## src/rtl/counter_share_arbiter.sv

```systemverilog
`default_nettype none
// ============================================================================
// counter_share_arbiter : round-robin sharing of one W-bit up-counter by N
// requesters, each counting 0..LIMIT[i].           Revision: 1.0
// ============================================================================
module counter_share_arbiter #(
   parameter int N  = 4,
   parameter int W  = 4,
   parameter int IW = 2
) (
   input  logic           CLK,
   input  logic           RESET,
   input  logic [N-1:0]   REQ,
   input  logic [N*W-1:0] LIMIT,
   output logic [N-1:0]   GNT,
   output logic [N-1:0]   DONE,
   output logic [W-1:0]   QOUT,
   output logic [IW-1:0]  OWNER,
   output logic           BUSY
);

   typedef enum logic [1:0] {
      IDLE    = 2'd0,
      COUNT   = 2'd1,
      RELEASE = 2'd2
   } state_t;

   state_t        state_q;
   logic [N-1:0]  gnt_q;
   logic [N-1:0]  done_q;
   logic [W-1:0]  qout_q;
   logic [W-1:0]  lim_q;
   logic [IW-1:0] owner_q;
   logic [IW-1:0] ptr_q;
   logic          busy_q;

   logic [IW-1:0] win_d;
   logic          found_d;
   logic [IW-1:0] ptr_d;
   logic [W-1:0]  win_lim_d;

   // Rotating priority search starting at the round-robin pointer.
   always_comb begin
      win_d   = '0;
      found_d = 1'b0;
      for (int k = 0; k < N; k++) begin
         if (!found_d && REQ[(int'(ptr_q) + k) % N]) begin
            win_d   = IW'((int'(ptr_q) + k) % N);
            found_d = 1'b1;
         end
      end
   end

   assign ptr_d     = (int'(win_d) == N - 1) ? '0 : win_d + 1'b1;
   assign win_lim_d = LIMIT[int'(win_d)*W +: W];

   always_ff @(posedge CLK or negedge RESET) begin
      if (!RESET) begin
         state_q <= IDLE;
         gnt_q   <= '0;
         done_q  <= '0;
         qout_q  <= '0;
         lim_q   <= '0;
         owner_q <= '0;
         ptr_q   <= '0;
         busy_q  <= 1'b0;
      end else begin
         case (state_q)
            IDLE: begin
               done_q <= '0;
               if (found_d) begin
                  lim_q   <= win_lim_d;
                  qout_q  <= '0;
                  gnt_q   <= N'(1) << win_d;
                  owner_q <= win_d;
                  ptr_q   <= ptr_d;
                  busy_q  <= 1'b1;
                  state_q <= COUNT;
               end
            end
            COUNT: begin
               // An abort outranks terminal detection, so a dropped request never earns DONE.
               if (!REQ[owner_q]) begin
                  gnt_q   <= '0;
                  state_q <= RELEASE;
               end else if (qout_q == lim_q) begin
                  done_q  <= N'(1) << owner_q;
                  gnt_q   <= '0;
                  state_q <= RELEASE;
               end else begin
                  qout_q <= qout_q + 1'b1;
               end
            end
            RELEASE: begin
               done_q  <= '0;
               busy_q  <= 1'b0;
               state_q <= IDLE;
            end
            default: begin
               gnt_q   <= '0;
               done_q  <= '0;
               busy_q  <= 1'b0;
               state_q <= IDLE;
            end
         endcase
      end
   end

   assign GNT   = gnt_q;
   assign DONE  = done_q;
   assign QOUT  = qout_q;
   assign OWNER = owner_q;
   assign BUSY  = busy_q;

endmodule
`default_nettype wire

```

## config.mk

```make
export PLATFORM = sky130hd
export DESIGN_NAME = counter_share_arbiter
export DESIGN_NICKNAME = d
export VERILOG_FILES = /design/src/rtl/counter_share_arbiter.sv
export SDC_FILE = /design/constraint.sdc
export NUM_CORES = 1
export LEC_CHECK = 0
export ABC_AREA = 1
export BUFFER_PORTS_ARGS = -buffer_cell sky130_fd_sc_hd__buf_2
export CAP_MARGIN = 20
export CORE_AREA = 2 2 63 65
export CTS_BUF_LIST = sky130_fd_sc_hd__clkbuf_4
export CTS_CLUSTER_DIAMETER = 200
export DETAILED_ROUTE_END_ITERATION = 10
export DIE_AREA = 0 0 65 67
export MAX_ROUTING_LAYER = met4
export PLACE_DENSITY = 0.61
export SYNTH_ARGS = -nofsm -noshare
export SYNTH_HDL_FRONTEND = slang
export SYNTH_SLANG_ARGS = --single-unit
```

## constraint.sdc

```tcl
create_clock -name CLK -period 1.9 [get_ports CLK]
set_clock_uncertainty 0.1 [all_clocks]
set_input_delay 0.095 -clock CLK [delete_from_list [all_inputs] [get_ports CLK]]
set_output_delay 0.095 -clock CLK [all_outputs]
set_load 0.005 [all_outputs]
```

# Yosys cells after proc, flatten, opt, wreduce, memory -nomap -nowiden

Cells that the tools add are included.

RAM bits: 0
Input bits: 22
Latch bits: 0
Logic and storage cells: 91
Bits in registers: 23
Memories kept: 0
Output and inout port bits: 15
ROM bits: 0

Multiply operators: 0
Bitwise operators: 5
Eq/ne operators: 9
Order comparisons: 5
Divide/modulo/power cells: 0
Shifts and indexed selects: 3
Add/sub/neg operators: 5
Multiplexer cells: 39
Reductions and logical operators: 17

Operators by type and width:

| operator            | count |
|---|---|
| $mux 4              | 9 |
| $mux 2              | 8 |
| $shiftx 16x5->4     | 1 |
| $mux 1              | 13 |
| $lt 3x4->1 const B  | 3 |
| $pmux 4 s3          | 1 |
| $bmux 1 s2          | 5 |
| $ne 2x2->1 const B  | 4 |
| $pmux 4 s2          | 1 |
| $reduce_and 2->1    | 4 |
| $shl 1x2->4 const A | 2 |
| $lt 2x3->1 const B  | 2 |
| $reduce_or 2->1     | 3 |
| $add 2x1->2 const B | 2 |
| $add 2x2->2 const B | 2 |
| $add 4x1->4 const B | 1 |
| $eq 2x1->1 const B  | 2 |
| $eq 4x4->1          | 1 |
| $pmux 2 s2          | 1 |
| $reduce_and 4->1    | 1 |
| $and 1x1->1 const A | 3 |
| $logic_and 1x1->1   | 3 |
| $logic_not 1->1     | 3 |
| $ne 3x3->1 const B  | 1 |
| other kinds (6)     | 7 |

# Longest topological paths before layout

Depth in word-level cells: 17
Gate-level depth with buffers: 16
Gate-level depth less buffers: 15

# Worst setup path before layout

Ideal clock, no wire load.

Kind: flip-flop to flip-flop
Start: reg ptr_q[0]
End: reg qout_q[2], in the netlist QOUT[2]
Period minus slack after synthesis: 1.767 ns
Path slack: 0.133 ns
Data arrival time: 1.548 ns
Data required time: 1.681 ns
Stages on the path, launching flop included: 13
Setup time: 0.119 ns
Path buffers: 1
Cells stage by stage: dfrtp_1 > buf_6 > nand2_1 > nand2_4 > nand2_1 > nand2_2 > nor2_4 > nand2_2 > o21ai_4 > nand2_4 > nand2_2 > xor2_1 > nor2_1

Cells in the longest elaborated chain, start to end: 14
Elaborated cells on any way between the ends: 26
Those cells by class: 3 x add/sub; 1 x eq/ne; 15 x mux; 7 x reduce/logical

Ends and longest elaborated chain:

| item                                                            | RTL line | text |
|---|---|---|
| start, declared                                                 | 34       | `logic [IW-1:0] ptr_q;` |
| start signal, assigned                                          | 76       | `ptr_q <= ptr_d;` |
| $add 2x1->2 or $bmux 1 s2 (tied branches)                       | 47       | `if (!found_d && REQ[(int'(ptr_q) + k) % N]) begin` |
| $bmux 1 s2 or $mux 1 (tied branches)                            | 47       |  |
| $mux 1 (implied by the code)                                    | 47       |  |
| $mux 1 (implied by the code) or $logic_not 1->1 (tied branches) | 47       |  |
| $logic_and 1x1->1                                               | 47       |  |
| $mux 1                                                          | 47       |  |
| $logic_not 1->1                                                 | 47       |  |
| $logic_and 1x1->1                                               | 47       |  |
| $mux 1                                                          | 47       |  |
| $logic_not 1->1                                                 | 47       |  |
| $logic_and 1x1->1                                               | 47       |  |
| $mux 1 *                                                        | 47       |  |
| $ne 2x2->1 (no line) *                                          | --       |  |
| $reduce_and 4->1 (no line) *                                    | --       |  |
| end signal, assigned                                            | 91       | `qout_q <= qout_q + 1'b1;` |
| end, declared                                                   | 31       | `logic [W-1:0] qout_q;` |

Every way passes the cells marked *; elsewhere a longest branch is shown, timed or not. The select of a mux whose other input is x is not followed.
A chain may end at the register's enable or synchronous reset.

# Final worst setup path

Start: reg ptr_q[0]
End: reg lim_q[2]

Cells in the longest elaborated chain, start to end: 13
Elaborated cells on any way between the ends: 30
Those cells by class: 3 x add/sub; 1 x shift; 19 x mux; 7 x reduce/logical

Ends and longest elaborated chain:

| item                                                            | RTL line | text |
|---|---|---|
| $add 2x1->2 or $bmux 1 s2 (tied branches)                       | 47, 48   |  |
| $bmux 1 s2 or $mux 1 (tied branches)                            | 47       |  |
| $mux 1 (implied by the code)                                    | 47       |  |
| $mux 1 (implied by the code) or $logic_not 1->1 (tied branches) | 47       |  |
| $logic_and 1x1->1                                               | 47       |  |
| $mux 1                                                          | 47       |  |
| $logic_not 1->1                                                 | 47       |  |
| $logic_and 1x1->1                                               | 47       |  |
| $mux 1                                                          | 47       |  |
| $logic_not 1->1                                                 | 47       |  |
| $logic_and 1x1->1                                               | 47       |  |
| $mux 2 or $mux 1 (tied branches)                                | 47       |  |
| $shiftx 16x5->4 or $reduce_and 2->1 (tied branches)             | --       |  |
| end signal, assigned                                            | 72       | `lim_q <= win_lim_d;` |
| end, declared                                                   | 32       | `logic [W-1:0] lim_q;` |

Parallel ways exist; a longest one is shown, timed or not. The select of a mux whose other input is x is not followed.

==> impl_metrics.env <==
export IMPL_ys_types=26
export IMPL_start_util_pct=41.74
export IMPL_hold_viol_final=0
export IMPL_cp_slowest_cell="dfrtp_2"
export IMPL_rsz0062_at_grt="yes"
export IMPL_design_core_area_um2=3606
export IMPL_clkLatencyLatePin_ns=0.32
export IMPL_ys_ff_latch=23
export IMPL_avgSynthCellArea_um2=7.271
export IMPL_root_buffer="clkbuf_4"
export IMPL_finalWorstSetupSlack_ns=-0.05241
export IMPL_fmax_mhz=512.2
export IMPL_status="finished, violations left"
export IMPL_gp_congestion=0.8212
export IMPL_worstSetupEndpointType="register"
export IMPL_syn_inst=207
export IMPL_path_cells="clkinvlp_4 > nand2_2 > nand2_4 > nand2_2 > nand2_2 > nor2_4 > nand3_4 > nand2_4 > buf_12 > nand3_1 > nand2_1 > nand2_1 > nand2_1 > nand2_1 > nand2_1"
export IMPL_grt_usage_pct=19.17
export IMPL_fin_cells=316
export IMPL_via_per_inst=4.763
export IMPL_die_x_um=65
export IMPL_die_area_um2=4355
export IMPL_cp_data_required_time_ns=2.05
export IMPL_cp_arrival_ns=2.11
export IMPL_yosysTopAreaCell="dfrtp_1"
export IMPL_final_area_um2=2120
export IMPL_first_pass_iters=4
export IMPL_hpwlAfterDp_um=2657
export IMPL_antenna_left=0
export IMPL_cp_common_cell="nand2_1"
export IMPL_routedWlPerCell_um=11.74
export IMPL_grt_pass1_vias=1473
export IMPL_io_buffers=36
export IMPL_p_leak_nw=1.138
export IMPL_total_power_mw=4.546
export IMPL_overflow=0
export IMPL_period_share_pct=102.8
export IMPL_multi_input_area_um2=952.2
export IMPL_min_period_ns=1.952
export IMPL_yosysWarnings=0
export IMPL_synth_cell_area_um2=1505
export IMPL_dr_first_iter_drc_count=44
export IMPL_die_y_um=67
export IMPL_worstSetupStartpointType="register"
export IMPL_layout_area_seq_um2=578.1
export IMPL_rows=22
export IMPL_placedInstanceArea_um2=1838
export IMPL_fin_hold_ws_ns=0.07140
export IMPL_r2r_setup_slack_ns=-0.05
export IMPL_powerDensity_nw_per_um2=2145
export IMPL_cp_max_fo=8
export IMPL_cts_buffer_depth=2
export IMPL_clk_pin_slew_worst_paths_ns=0.13
export IMPL_grt_antenna_before_repair=0
export IMPL_cts_buffers=3
export IMPL_dr_total_vias=1505
export IMPL_antenna_cells=0
export IMPL_yosys_area_top_type_share_pct=38.24
export IMPL_ir_worst_vdd_v=0.001022
export IMPL_synth_seq_area_share_pct=38.24
export IMPL_grt_pass1_wl_um=6375
export IMPL_max_slew_worst_pin_slew_ns=0.5084
export IMPL_crit_type="reg2reg"
export IMPL_wl_um=3710
export IMPL_cts_tree="built"
export IMPL_pre_cts_ws_ns=-0.04200
export IMPL_yosys_top_cells_area="dfrtp_1 (38%), nand2_1 (21%), nand3_1 (5.7%)"
export IMPL_area_growth_pct=40.81
export IMPL_drive_gt1_share_pct=42.16
export IMPL_n_fill_cell=355
export IMPL_grt_max_degree=24
export IMPL_slew_headroom_pct=66.11
export IMPL_dp_cells=301
export IMPL_hold_class="in2reg"
export IMPL_cts_sinks=23
export IMPL_ios=37
export IMPL_setup_viol=11
export IMPL_synth_fp_nets=230
export IMPL_drc=0
export IMPL_violations="negative setup slack"
export IMPL_slew_viol_final=0
export IMPL_fin_nets=292
export IMPL_maxCapViolations=0
export IMPL_slowest_delay_ns=0.49
export IMPL_cts_htree_levels=1
## power by group
| group | switching [mW] | internal [mW] |
|---|---|---|
| logic | 1.94 | 1.49 |
| registers | 0.196 | 0.694 |
| clock network | 0.145 | 0.0788 |
## synthesized netlist by cell type, drive strengths merged
| cell | count |
|---|---|
| o31ai | 3 |
| xor2 | 6 |
| nand3 | 19 |
| a22oi | 1 |
| o21ai | 14 |
| nand4 | 2 |
| buf | 3 |
| a31oi | 1 |
| ha | 1 |
| a21oi | 4 |
| dfrtp | 23 |
| nor2 | 14 |
| o21bai | 1 |
| o21a | 1 |
| inv | 19 |
| nand2 | 95 |
## registers in the layout, summed over array words and instances (netlist names)
register,cells
DONE,4
GNT,4
QOUT,4
lim_q,4
OWNER,2
ptr_q,2
state_q,2
BUSY,1
## routing by layer
layer | routed length [um] | part of all wire, % | global-route usage (%)
met4 | 34 | 0.92 | 3.989
met5 | 0 | 0 | -
met2 | 1798 | 48 | 33.51
met3 | 145 | 3.9 | 3.041
met1 | 1732 | 47 | 23.50
## what timing repair did
action                                  in CTS  in global routing
endpoints found under the setup margin      10                 17
buffers inserted                             4                  5
endpoints found under the hold margin       23                  0
hold buffers                                 1                  0
gates resized for setup                     20                 28
cloned                                       1                  0
pin swaps                                    4                 18
## worst max-delay path: cells and delay by family (launching register included)
kind                   cells  cell delay [ns]
buffers and inverters      2             0.28
flip-flops                 1             0.49
AND/OR/NAND/NOR           13             1.01
## area by class of cell
type	count	share of cell area, %
repair inverters	1	0.3542
well taps	48	2.834
repair buffers	59	19.24
inverters	19	4.073
flip-flops and latches	23	27.27
clock buffers	3	1.063
multi-input cells	162	44.92
clock inverters	1	0.2361
## placed cells by master (no fill, tap or decap), types with 3 or more instances in the layout
cell type and n:
clkbuf_4 3, nand3_2 4, o21ai_1 4, nor2_4 3
buf_6 4, nand3_1 13, inv_1 13, a21oi_1 3
o21ai_0 8, buf_4 15, dfrtp_1 21, inv_4 3
nand2_2 20, nor2_1 10, buf_12 3, buf_2 36
nand2_4 7, nand2_1 67, xor2_1 6
## worst paths after layout
kind,from,endpoint,cells after the start
worst max-delay path,ptr_q[0],lim_q[2],15
worst min register to register,state_q[1],BUSY,1
min in group asynchronous,RESET,DONE[3],2
max in group asynchronous,RESET,ptr_q[1],2
worst min-delay path,REQ[1],state_q[1],4
worst max register to register,ptr_q[0],lim_q[2],15
## logic make-up after synthesis
logic type	after synthesis	synth area share (%)
buf+inv	22	6.733
simple gates	130	39.82
compound gates	25	10.89
flops	23	38.24
xor+xnor	6	3.491
fa+ha+maj	1	0.8311
## stage by stage
step | setup TNS (ns) | utilization [%]
after global routing | -2.183 | 58.78
final | -0.2847 | 58.78
after detailed placement | -0.06351 | 50.97
after global placement | -0.01706 | 50.97
after floorplan | 0 | -
after CTS | -0.03708 | 55.10
(Power assumes the default switching activity.)
